`src/rtl/mul_seq_ctrl.sv`:
```
// Multi-cycle sequencer for the RV32M multiply group.
// Drives a shared unsigned multiplier and caches the last product.
module mul_seq_ctrl #(
    parameter int LAT  = 2,
    parameter int XLEN = 32
) (
    input  logic              clk,
    input  logic              rst,
    input  logic              req_valid,
    output logic              req_ready,
    input  logic [1:0]        op,
    input  logic [XLEN-1:0]   rs1,
    input  logic [XLEN-1:0]   rs2,
    input  logic              flush,
    output logic [XLEN-1:0]   mul_a,
    output logic [XLEN-1:0]   mul_b,
    input  logic [2*XLEN-1:0] mul_p,
    output logic              resp_valid,
    input  logic              resp_ready,
    output logic [XLEN-1:0]   result,
    output logic              busy
);

    localparam logic [1:0] OP_MUL    = 2'b00;
    localparam logic [1:0] OP_MULH   = 2'b01;
    localparam logic [1:0] OP_MULHSU = 2'b10;
    localparam logic [3:0] CNT_INIT  = 4'(LAT - 1);

    typedef enum logic [1:0] {
        S_IDLE,
        S_CALC,
        S_RESP
    } state_t;

    state_t r_state;
    state_t w_next;

    logic [3:0]        r_cnt;
    logic [XLEN-1:0]   r_mul_a;
    logic [XLEN-1:0]   r_mul_b;
    logic              r_neg;
    logic [1:0]        r_op;
    logic [XLEN-1:0]   r_rs1;
    logic [XLEN-1:0]   r_rs2;
    logic [XLEN-1:0]   r_result;
    logic              r_c_valid;
    logic [XLEN-1:0]   r_c_rs1;
    logic [XLEN-1:0]   r_c_rs2;
    logic [1:0]        r_c_op;
    logic [2*XLEN-1:0] r_c_prod;

    logic              w_accept;
    logic              w_a_neg;
    logic              w_b_neg;
    logic [XLEN-1:0]   w_mag_a;
    logic [XLEN-1:0]   w_mag_b;
    logic              w_hit;
    logic [XLEN-1:0]   w_hit_res;
    logic [2*XLEN-1:0] w_prod;
    logic [XLEN-1:0]   w_calc_res;

    assign w_accept = req_valid && (r_state == S_IDLE) && !flush;

    assign w_a_neg = rs1[XLEN-1] && ((op == OP_MULH) || (op == OP_MULHSU));
    assign w_b_neg = rs2[XLEN-1] && (op == OP_MULH);
    assign w_mag_a = w_a_neg ? ({XLEN{1'b0}} - rs1) : rs1;
    assign w_mag_b = w_b_neg ? ({XLEN{1'b0}} - rs2) : rs2;

    // Low word is sign-independent, so MUL hits on any cached class.
    assign w_hit = r_c_valid && (rs1 == r_c_rs1) && (rs2 == r_c_rs2)
                && ((op == OP_MUL) || (op == r_c_op));
    assign w_hit_res = (op == OP_MUL) ? r_c_prod[XLEN-1:0]
                                      : r_c_prod[2*XLEN-1:XLEN];

    assign w_prod = r_neg ? ({(2*XLEN){1'b0}} - mul_p) : mul_p;
    assign w_calc_res = (r_op == OP_MUL) ? w_prod[XLEN-1:0]
                                         : w_prod[2*XLEN-1:XLEN];

    always_ff @(posedge clk) begin
        if (rst) begin
            r_state <= S_IDLE;
        end else begin
            r_state <= w_next;
        end
    end

    always_comb begin
        w_next = r_state;
        unique case (r_state)
            S_IDLE: begin
                if (w_accept) begin
                    w_next = w_hit ? S_RESP : S_CALC;
                end
            end
            S_CALC: begin
                if (flush) begin
                    w_next = S_IDLE;
                end else if (r_cnt == 4'd0) begin
                    w_next = S_RESP;
                end
            end
            S_RESP: begin
                if (flush || resp_ready) begin
                    w_next = S_IDLE;
                end
            end
            default: w_next = S_IDLE;
        endcase
    end

    always_comb begin
        req_ready  = 1'b0;
        resp_valid = 1'b0;
        busy       = 1'b1;
        unique case (r_state)
            S_IDLE: begin
                req_ready = 1'b1;
                busy      = 1'b0;
            end
            S_CALC: begin
                busy = 1'b1;
            end
            S_RESP: begin
                resp_valid = 1'b1;
            end
            default: begin
                busy = 1'b1;
            end
        endcase
    end

    always_ff @(posedge clk) begin
        if (rst) begin
            r_cnt     <= 4'd0;
            r_mul_a   <= '0;
            r_mul_b   <= '0;
            r_neg     <= 1'b0;
            r_op      <= OP_MUL;
            r_rs1     <= '0;
            r_rs2     <= '0;
            r_result  <= '0;
            r_c_valid <= 1'b0;
            r_c_rs1   <= '0;
            r_c_rs2   <= '0;
            r_c_op    <= OP_MUL;
            r_c_prod  <= '0;
        end else begin
            if (flush) begin
                r_c_valid <= 1'b0;
            end
            if (w_accept) begin
                if (w_hit) begin
                    r_result <= w_hit_res;
                end else begin
                    r_mul_a <= w_mag_a;
                    r_mul_b <= w_mag_b;
                    r_neg   <= w_a_neg ^ w_b_neg;
                    r_op    <= op;
                    r_rs1   <= rs1;
                    r_rs2   <= rs2;
                    r_cnt   <= CNT_INIT;
                end
            end
            if ((r_state == S_CALC) && !flush) begin
                if (r_cnt == 4'd0) begin
                    r_result  <= w_calc_res;
                    r_c_valid <= 1'b1;
                    r_c_rs1   <= r_rs1;
                    r_c_rs2   <= r_rs2;
                    r_c_op    <= r_op;
                    r_c_prod  <= w_prod;
                end else begin
                    r_cnt <= r_cnt - 4'd1;
                end
            end
        end
    end

    assign mul_a  = r_mul_a;
    assign mul_b  = r_mul_b;
    assign result = r_result;

endmodule

```
`config.mk`:
```
export PLATFORM = sky130hd
export DESIGN_NAME = mul_seq_ctrl
export DESIGN_NICKNAME = d
export VERILOG_FILES = /design/src/rtl/mul_seq_ctrl.sv
export SDC_FILE = /design/constraint.sdc
export NUM_CORES = 1
export LEC_CHECK = 0
export ABC_AREA = 1
export BUFFER_PORTS_ARGS = -buffer_cell sky130_fd_sc_hd__buf_2
export CAP_MARGIN = 20
export CORE_ASPECT_RATIO = 1.25
export CORE_MARGIN = 1.5
export CORE_UTILIZATION = 55
export CTS_BUF_LIST = sky130_fd_sc_hd__clkbuf_16
export DETAILED_ROUTE_END_ITERATION = 10
export HOLD_SLACK_MARGIN = 0.12
export PLACE_DENSITY = 0.77
export SKIP_CTS_REPAIR_TIMING = 1
export SYNTH_ARGS = -nofsm -noshare
export SYNTH_HDL_FRONTEND = slang
export SYNTH_SLANG_ARGS = --single-unit
```
`constraint.sdc`:
```
create_clock -name clk -period 2.62 [get_ports clk]
set_clock_uncertainty 0.15 [all_clocks]
set_input_delay 0.262 -clock clk [delete_from_list [all_inputs] [get_ports clk]]
set_output_delay 0.262 -clock clk [all_outputs]
set_load 0.01 [all_outputs]
```
==> flow_summary.toml <==
[grt]
grt_pass1_vias = 18800
grt_busiest_layer = "met2"
use_met1 = 0.4217
track_usage = 0.3717
grt.overflow.total = 0
grt_start_max_net_pins = 82
met3_usage = 0.04597
grt_pass1_wl_um = 96540
antenna_found_initial = 0
grt_use_met2 = 0.6583

[setup_path]
critPathMaxFanout = 40
worstSetupStartpoint = "r_c_rs2[15]$_SDFFE_PP0P_"
cp-start-kind = "flip-flop"
crit_type = "flip-flop to flip-flop"
cp-end-kind = "flip-flop"
cp_data_required_time_ns = 2.93
cp.arrival_ns = 2.85
reg2reg_depth = 14
rr_startpoint = "r_c_rs2[15]$_SDFFE_PP0P_"

[routing]
drt_iter0_drc = 2010
drc_errors = 0
vias = 20070
drt-total-wl_um = 64260
ant_nets = 0
first_pass_iters = 7
drt-wirelength-per-cell_um = 17.63
viasPerCell = 5.506

[timing]
setup_violations = 0
max_freq_ghz = 0.3935
maxSlewHeadroom = 0.4145
finalHoldViolations = 2
tightest_slew_ns = 0.8783
finalSetupTns_ns = 0
hold_ws_ns = -0.09793
post-route-period-util = 0.9699
rsz0062_at_grt = "yes"
finalCriticalPeriod_ns = 2.541
drv_slew = 0

[floorplan]
io_pins = 234
design.die.area_mm2 = 0.03289
start_util = 0.5611
fp-row-count = 72
die_w_um = 162.5
coreArea_mm2 = 0.03117
die_h_um = 202.4

[placement]
dp.cells = 3476
portBuffers = 233
placed_area_mm2 = 0.01928
dp_hpwl_um = 47210
gp_congestion = 1.033

[run_status]
outcome = "finished, violations left"
violations = "negative hold slack"

[cells_and_area]
stdcell_count = 3644
final_area_mm2 = 0.02142
n_fill_cell = 2744
areaGrowthSynthToFinish_pct = 22.45
fin_util = 0.6871
num-nets-final = 3354
diodes = 0
drive_above_1_share = 0.1236

[logic_synthesis]
synth_area_per_cell_um2 = 6.042
async_flop_share = 0
synth-compound-area-share = 0.1456
synth-simple-area-share = 0.3535
synth_xor_area_frac = 0.04099
ys_ff_latch = 298
yosysSeqAreaShare = 0.3411
yosys-top-cells-area = "dfxtp_1 34%, nand2_1 15%, nor2_1 11%"
synthCells = 2895
synth_top_area_frac = 0.3411
synth_flop_cell = "dfxtp_1"
synthMuxAreaShare = 0
synthAdderAreaFrac = 0.004292
synth_top_family_by_area = "simple AND/OR/NAND/NOR gates"
yosysUniqueCellTypes = 41
ys_top_cells_by_count = "713 x nand2_1, 525 x nor2_1, 336 x inv_1, 298 x dfxtp_1, 289 x o21ai_0"
synth-edff-count = 0
yosysWarnings = 0
yosysMostFrequentCell = "nand2_1"
synth_largest_area_cell = "dfxtp_1"
synth_nets = 3036
syn_area_mm2 = 0.01749

[min_path]
hp-start = "rs2[26]"
hold_path_class = "primary input to flip-flop"
min_path_cells = 3

[pwr]
p_leak_nw = 10.41
powerDensity_mw_per_mm2 = 565.0
vdd_drop_max_uv = 607.0

[clocking]
root_buffer = "clkbuf_16"
htreeDepth = 1
clock_sinks = 298
cts_tree = "done"
cts_buffers = 30
clock_path_buffers = 3
clock_latency_ns = 0.59
path_clk_slew_ns = 0.07

[job]
cap_violations = 0
## worst paths after layout
path | endpoint | slack, ns
min reg2reg | r_rs1[27]$_SDFFE_PP0P_ | 0.31
max | mul_a[24]$_SDFFE_PP0P_ | 0.08
min | r_rs2[26]$_SDFFE_PP0P_ | -0.1
max reg2reg | mul_a[24]$_SDFFE_PP0P_ | 0.08
## layout by cell type (no fill, tap or decap), types with 3 or more instances in the layout
cell type,count
dlygate4sd3_1,112
or2_2,3
nor2_1,522
xor2_1,69
clkbuf_16,30
and2_1,3
nand4_1,47
ha_1,5
o21ai_0,289
nor2_2,6
inv_2,13
clkinv_1,5
xnor2_1,11
clkinvlp_4,4
buf_12,13
nand3_1,189
buf_4,68
inv_6,3
buf_2,233
dfxtp_1,297
clkinv_2,7
nand3b_1,6
bufinv_16,4
o21ai_1,7
nor4_1,3
o211ai_1,14
a21oi_1,180
nand2_1,713
nor3_1,17
inv_1,337
o31ai_1,3
## report_power, final
part / internal (mW) / total (mW) / switching, mW
Combinational: 0.922 / 2.64 / 1.72
Sequential: 4.83 / 4.99 / 0.161
Clock: 2.51 / 4.47 / 1.96
Total: 8.26 / 12.1 / 3.84
## worst max-delay path, stage by stage (launching register included)
cell and delay, ns:
dfxtp_1 0.36, inv_1 0.08, nand2_1 0.11, nand2_1 0.11, nor2_2 0.20, nand2_1 0.07, nor2_1 0.17, nand3_1 0.11
nor2_2 0.12, nand3_2 0.09, nand2_4 0.11, inv_4 0.19, buf_12 0.24, o21ai_0 0.22, nor2_1 0.06
## sequential cells by signal, summed over array words and instances, names as in the netlist
register / count
r_c_prod: 64
mul_a: 32
mul_b: 32
r_c_rs1: 32
r_c_rs2: 32
result: 32
r_rs1: 31
r_rs2: 31
r_cnt: 4
r_c_op: 2
r_op: 2
r_state: 2
r_c_valid: 1
r_neg: 1
## metrics by stage
stage               power (mW)  setup WS (ns)  hold WS (ns)
finish                   12.10        0.07894      -0.09793
global route             12.56       -0.08771      -0.07008
CTS                      11.92        0.06566       -0.1914
detailed placement       7.523       0.003398        0.2957
global placement         7.465        0.08170        0.2839
floorplan                6.580         0.6179        0.2547
## metal layers
| layer | wire length [um] | vias up |
|---|---|---|
| met5 | 0 | - |
| met4 | 4050 | 0 |
| met3 | 3934 | 214 |
| met2 | 31740 | 910 |
| met1 | 24540 | 9172 |
| li1 | - | 9769 |
## cell type report
cell class	instances	area, um^2	area share
Clock buffer	30	750.7	0.03505
Timing Repair Buffer	426	3058	0.1428
Sequential cell	298	5967	0.2786
Clock inverter	26	261.5	0.01221
Inverter	352	1334	0.06228
Tap cell	407	509.2	0.02378
Multi-Input combinational cell	2105	9537	0.4453
## kinds of logic (layout without fill, tap and decap cells)
family,after synthesis,count (layout)
adder cells (fa/ha/maj),6,6
AO/OA/AOI/OAI,498,498
XOR/XNOR,81,81
buffers and inverters,492,834
AND/OR/NAND/NOR,1520,1520
flip-flops,298,298
Power figures use the tool's default switching activity.
